==> config.mk <==
export PLATFORM = sky130hd
export DESIGN_NAME = hj_mod_counter
export DESIGN_NICKNAME = d
export VERILOG_FILES = /design/src/rtl/hj_mod_counter.sv
export SDC_FILE = /design/constraint.sdc
export NUM_CORES = 1
export LEC_CHECK = 0
export ABC_AREA = 0
export CAP_MARGIN = 40
export CORE_MARGIN = 1
export CORE_UTILIZATION = 27
export DETAILED_ROUTE_END_ITERATION = 8
export PLACE_DENSITY_LB_ADDON = 0.25
export SLEW_MARGIN = 20
export SYNTH_ARGS = -nofsm -noshare
export SYNTH_HDL_FRONTEND = slang
export SYNTH_SLANG_ARGS = --single-unit
==> constraint.sdc <==
create_clock -name clk -period 3.6 [get_ports clk]
set_clock_uncertainty 0.05 [all_clocks]
set_input_delay 0.72 -clock clk [delete_from_list [all_inputs] [get_ports clk]]
set_output_delay 0.72 -clock clk [all_outputs]
set_load 0.01 [all_outputs]
==> src/rtl/hj_mod_counter.sv <==
// Modulo up/down counter with clamped parallel load, registered terminal-count pulse and wrap counter.
// Define COUNTER_SAT_EN to make the counter saturate at 0 and MAX_VAL rather than wrap.
module hj_mod_counter #(
   parameter int unsigned WIDTH   = 7,
   parameter int unsigned MAX_VAL = 127,
   parameter int unsigned WRAP_W  = 7
) (
   input  logic              clk,
   input  logic              rst,
   input  logic              en,
   input  logic              up_dn,
   input  logic              load,
   input  logic [WIDTH-1:0]  load_val,
   output logic [WIDTH-1:0]  cnt,
   output logic [WRAP_W-1:0] wrap_cnt,
   output logic              tc,
   output logic              at_max,
   output logic              at_zero
);

   localparam logic [WIDTH-1:0] MAX_V = WIDTH'(MAX_VAL);

   logic [WIDTH-1:0]  cnt_nxt;
   logic [WRAP_W-1:0] wrap_nxt;
   logic              tc_nxt;
   logic              top;
   logic              bottom;

   assign top    = (cnt == MAX_V);
   assign bottom = (cnt == '0);

   always_comb begin
      cnt_nxt  = cnt;
      wrap_nxt = wrap_cnt;
      tc_nxt   = 1'b0;
      if (load) begin
         cnt_nxt = (load_val > MAX_V) ? MAX_V : load_val;
      end else if (en) begin
         if (up_dn) begin
            if (!top) begin
               cnt_nxt = cnt + WIDTH'(1);
            end else begin
`ifdef COUNTER_SAT_EN
               cnt_nxt = MAX_V;
`else
               cnt_nxt  = '0;
               wrap_nxt = wrap_cnt + WRAP_W'(1);
               tc_nxt   = 1'b1;
`endif
            end
         end else begin
            if (!bottom) begin
               cnt_nxt = cnt - WIDTH'(1);
            end else begin
`ifdef COUNTER_SAT_EN
               cnt_nxt = '0;
`else
               cnt_nxt  = MAX_V;
               wrap_nxt = wrap_cnt + WRAP_W'(1);
               tc_nxt   = 1'b1;
`endif
            end
         end
      end
   end

   always_ff @(posedge clk) begin
      if (rst) begin
         cnt      <= '0;
         wrap_cnt <= '0;
         tc       <= 1'b0;
      end else begin
         cnt      <= cnt_nxt;
         wrap_cnt <= wrap_nxt;
         tc       <= tc_nxt;
      end
   end

   // Flags decode the registered count, so there is no input-to-output path.
   assign at_max  = top;
   assign at_zero = bottom;

endmodule

==> impl_metrics.csv <==
group,metric,value,unit
run_status,status,"finished clean",
cells_and_area,layout-drive-gt1-share,0.122,
clock_tree,cts_buffer_depth,2,
clock_tree,cts_hold_buf,0,
worst_setup_path,cp.required,2.83,ns
job,maxCapViolCount,0,
route,dr.pass1.iters,4,
power,power.total,0.000447,W
cells_and_area,stdcell_area,1460,sq um
sta,worst_slack,0.620,ns
grt,grt_first_pass_wirelength,4820,um
worst_setup_path,end_kind,"output port",
power,p_per_area,305,nW/um^2
grt,antenna_found_initial,0,
place,portBuffers,28,
cells_and_area,antennaDiodeCount,0,
cells_and_area,multiInputGateArea,723,sq um
die,die_y,66.0,um
die,io-pin-count,29,
clock_tree,htreeDepth,1,
sta,setup_tns,0,ns
place,pre_cts_ws,0.854,ns
die,die_w,66.0,um
sta,fin_crit_sh,0.828,
logic_synthesis,synth.distinct_cells,47,
grt,grt_use_total,0.143,
worst_setup_path,start_kind,"flip-flop",
route,via_per_inst,5.39,
worst_setup_path,crit_end,"at_zero",
route,drt_iter0_markers,145,
worst_setup_path,worstSetupPathType,"flip-flop to output port",
sta,fmax,0.336,GHz
grt,grt_max_degree,19,
clock_tree,cts_resized,0,
sta,finalSetupViolCount,0,
power,leakage,0.512,nW
logic_synthesis,syn_inst,139,
worst_setup_path,critical_path_arrival,2.21,ns
power,vdd_ir_drop_max,0.0949,mV
worst_setup_path,r2r-end,"wrap_cnt[6]$_SDFFE_PP0P_",
place,post-dp-hpwl,1990,um
route,wl_per_cell,13.1,um
worst_setup_path,timing.rr.start,"cnt[0]$_SDFFE_PP0P_",
route,ant_nets,0,
logic_synthesis,yosys_warnings,0,
die,die_area,4350,sq um
sta,slew_headroom,0.624,
clock_tree,clk_pin_slew,0.06,ns
clock_tree,cts_tree,"yes",
clock_tree,cts_sinks,15,
place,place_area,1420,sq um
logic_synthesis,netlist_area,1100,sq um
place,gp_congestion,0.802,
grt,grt_pass1_vias,1065,
logic_synthesis,avgSynthCellArea,7.95,sq um
worst_hold_path,hp-class,"flip-flop to flip-flop",
route,drt-total-wl,2770,um
cells_and_area,ff_latch_area,300,sq um
logic_synthesis,seq_area_frac_synth,0.272,
die,start_util,0.291,
sta,rsz0062_at_grt,"no",
die,core,3800,sq um
route,vias,1143,
grt,grt-ovfl-total,0,
sta,tightestPinTransition,0.563,ns
cells_and_area,final_common_cell,"clkdlybuf4s50_1",
cells_and_area,area_delta_synth_final,32.4,%
sta,hold_slack,0.456,ns
logic_synthesis,syn-num-nets,155,
sta,fin_crit,2.98,ns
die,row_count,22,
logic_synthesis,yosys_register_bits,15,
cells_and_area,fin_nets,181,
sta,maxSlewViolCount,0,
worst_setup_path,rrSetupSlack,1.36,ns
worst_setup_path,crit_fanout,10,
route,drc,0,
clock_tree,postCtsSetupBuffers,0,
worst_setup_path,critical_path.startpoint,"cnt[0]$_SDFFE_PP0P_",
worst_setup_path,reg2regPathDepth,6,
clock_tree,cts_buffers,3,
sta,hold_viol,0,
clock_tree,cts_root_buffer,"clkbuf_8",
cells_and_area,fillCellCount,404,
cells_and_area,mostFrequentLayoutCells,"clkdlybuf4s50_1 (28), a21oi_1 (15), dfxtp_1 (15)",
clock_tree,clk_latency,0.25,ns
==> sequential cells by signal, indices dropped and copies added, names as in the netlist <==
signal	cells
cnt	7
wrap_cnt	7
tc	1
==> cells by family after synthesis <==
group                    after synthesis  synth area share
AND/OR/NAND/NOR                       49             0.282
flip-flops                            15             0.272
multiplexers                           4            0.0374
AO/OA/AOI/OAI                         47             0.282
adder cells (fa/ha/maj)                4            0.0453
XOR/XNOR                               1           0.00793
buffers and inverters                 19            0.0736
==> critical path, cell delays in order, from the launching register on <==
cell and delay [ns]:
dfxtp_1 0.40, inv_1 0.16, ha_1 0.17, nor4b_4 0.43, and2_2 0.26, clkdlybuf4s50_1 0.53
==> area by class of cell <==
type | count | area share
multi-input combinational | 105 | 0.494
sequential | 15 | 0.205
timing repair buffer | 30 | 0.202
tap | 48 | 0.0411
clock buffer | 3 | 0.0282
inverter | 10 | 0.0257
clock inverter | 1 | 0.00342
==> synthesized netlist by cell type, drive strengths merged <==
cell type / n / area, sq um
a211oi: 3 / 22.5
a211o: 2 / 18.8
clkbuf: 6 / 22.5
o21bai: 1 / 7.51
nor3: 4 / 25.0
mux2: 1 / 11.3
and3: 1 / 6.26
or3: 4 / 28.8
o21a: 1 / 7.51
a21o: 1 / 8.76
or2: 1 / 6.26
buf: 3 / 21.3
nand3b: 2 / 15.0
a31oi: 1 / 6.26
and2: 1 / 7.51
o311ai: 1 / 8.76
nand4: 4 / 25.0
or3b: 1 / 8.76
xnor2: 1 / 8.76
o21ai: 11 / 55.1
a221oi: 1 / 8.76
nand2b: 5 / 31.3
a21oi: 15 / 75.1
nor2b: 2 / 12.5
a2111oi: 1 / 8.76
nand2: 7 / 26.3
a2bb2oi: 2 / 23.8
nand3: 6 / 30.0
or4: 3 / 22.5
inv: 10 / 37.5
mux2i: 3 / 30.0
dfxtp: 15 / 300
o31a: 1 / 8.76
ha: 4 / 50.1
o31ai: 3 / 22.5
and4: 1 / 8.76
a221o: 1 / 11.3
o221ai: 2 / 17.5
or4b: 1 / 10.0
nor4b: 2 / 32.5
nor2: 4 / 15.0
==> layer usage <==
metal	vias to the layer above	routed length (um)	track usage
li1	570	-	-
met1	544	1320	0.189
met2	27	1300	0.223
met3	2	109	0.0224
met4	0	34	0.0718
met5	-	0	0
==> power by group <==
group / switching, W / internal (W)
Combinational: 0.0000524 / 0.0000625
Sequential: 0.0000205 / 0.000173
Clock: 0.0000613 / 0.0000766
==> how the worst min path moves through the flow <==
stage                                   startpoint                       end  slack (ns)  depth (start not counted)
after floorplan           wrap_cnt[6]$_SDFFE_PP0P_  wrap_cnt[6]$_SDFFE_PP0P_        0.45                          2
after global placement    wrap_cnt[6]$_SDFFE_PP0P_  wrap_cnt[6]$_SDFFE_PP0P_        0.42                          2
after detailed placement  wrap_cnt[6]$_SDFFE_PP0P_  wrap_cnt[6]$_SDFFE_PP0P_        0.45                          2
after CTS                 wrap_cnt[6]$_SDFFE_PP0P_  wrap_cnt[6]$_SDFFE_PP0P_        0.45                          2
after global routing      wrap_cnt[6]$_SDFFE_PP0P_  wrap_cnt[6]$_SDFFE_PP0P_        0.48                          2
final                     wrap_cnt[6]$_SDFFE_PP0P_  wrap_cnt[6]$_SDFFE_PP0P_        0.46                          2
==> through the flow <==
step | instances | utilization
floorplan | 139 | -
global placement | 208 | 0.373
detailed placement | 208 | 0.373
CTS | 212 | 0.385
global route | 212 | 0.385
finish | 212 | 0.385
Power figures use the tool's default switching activity.
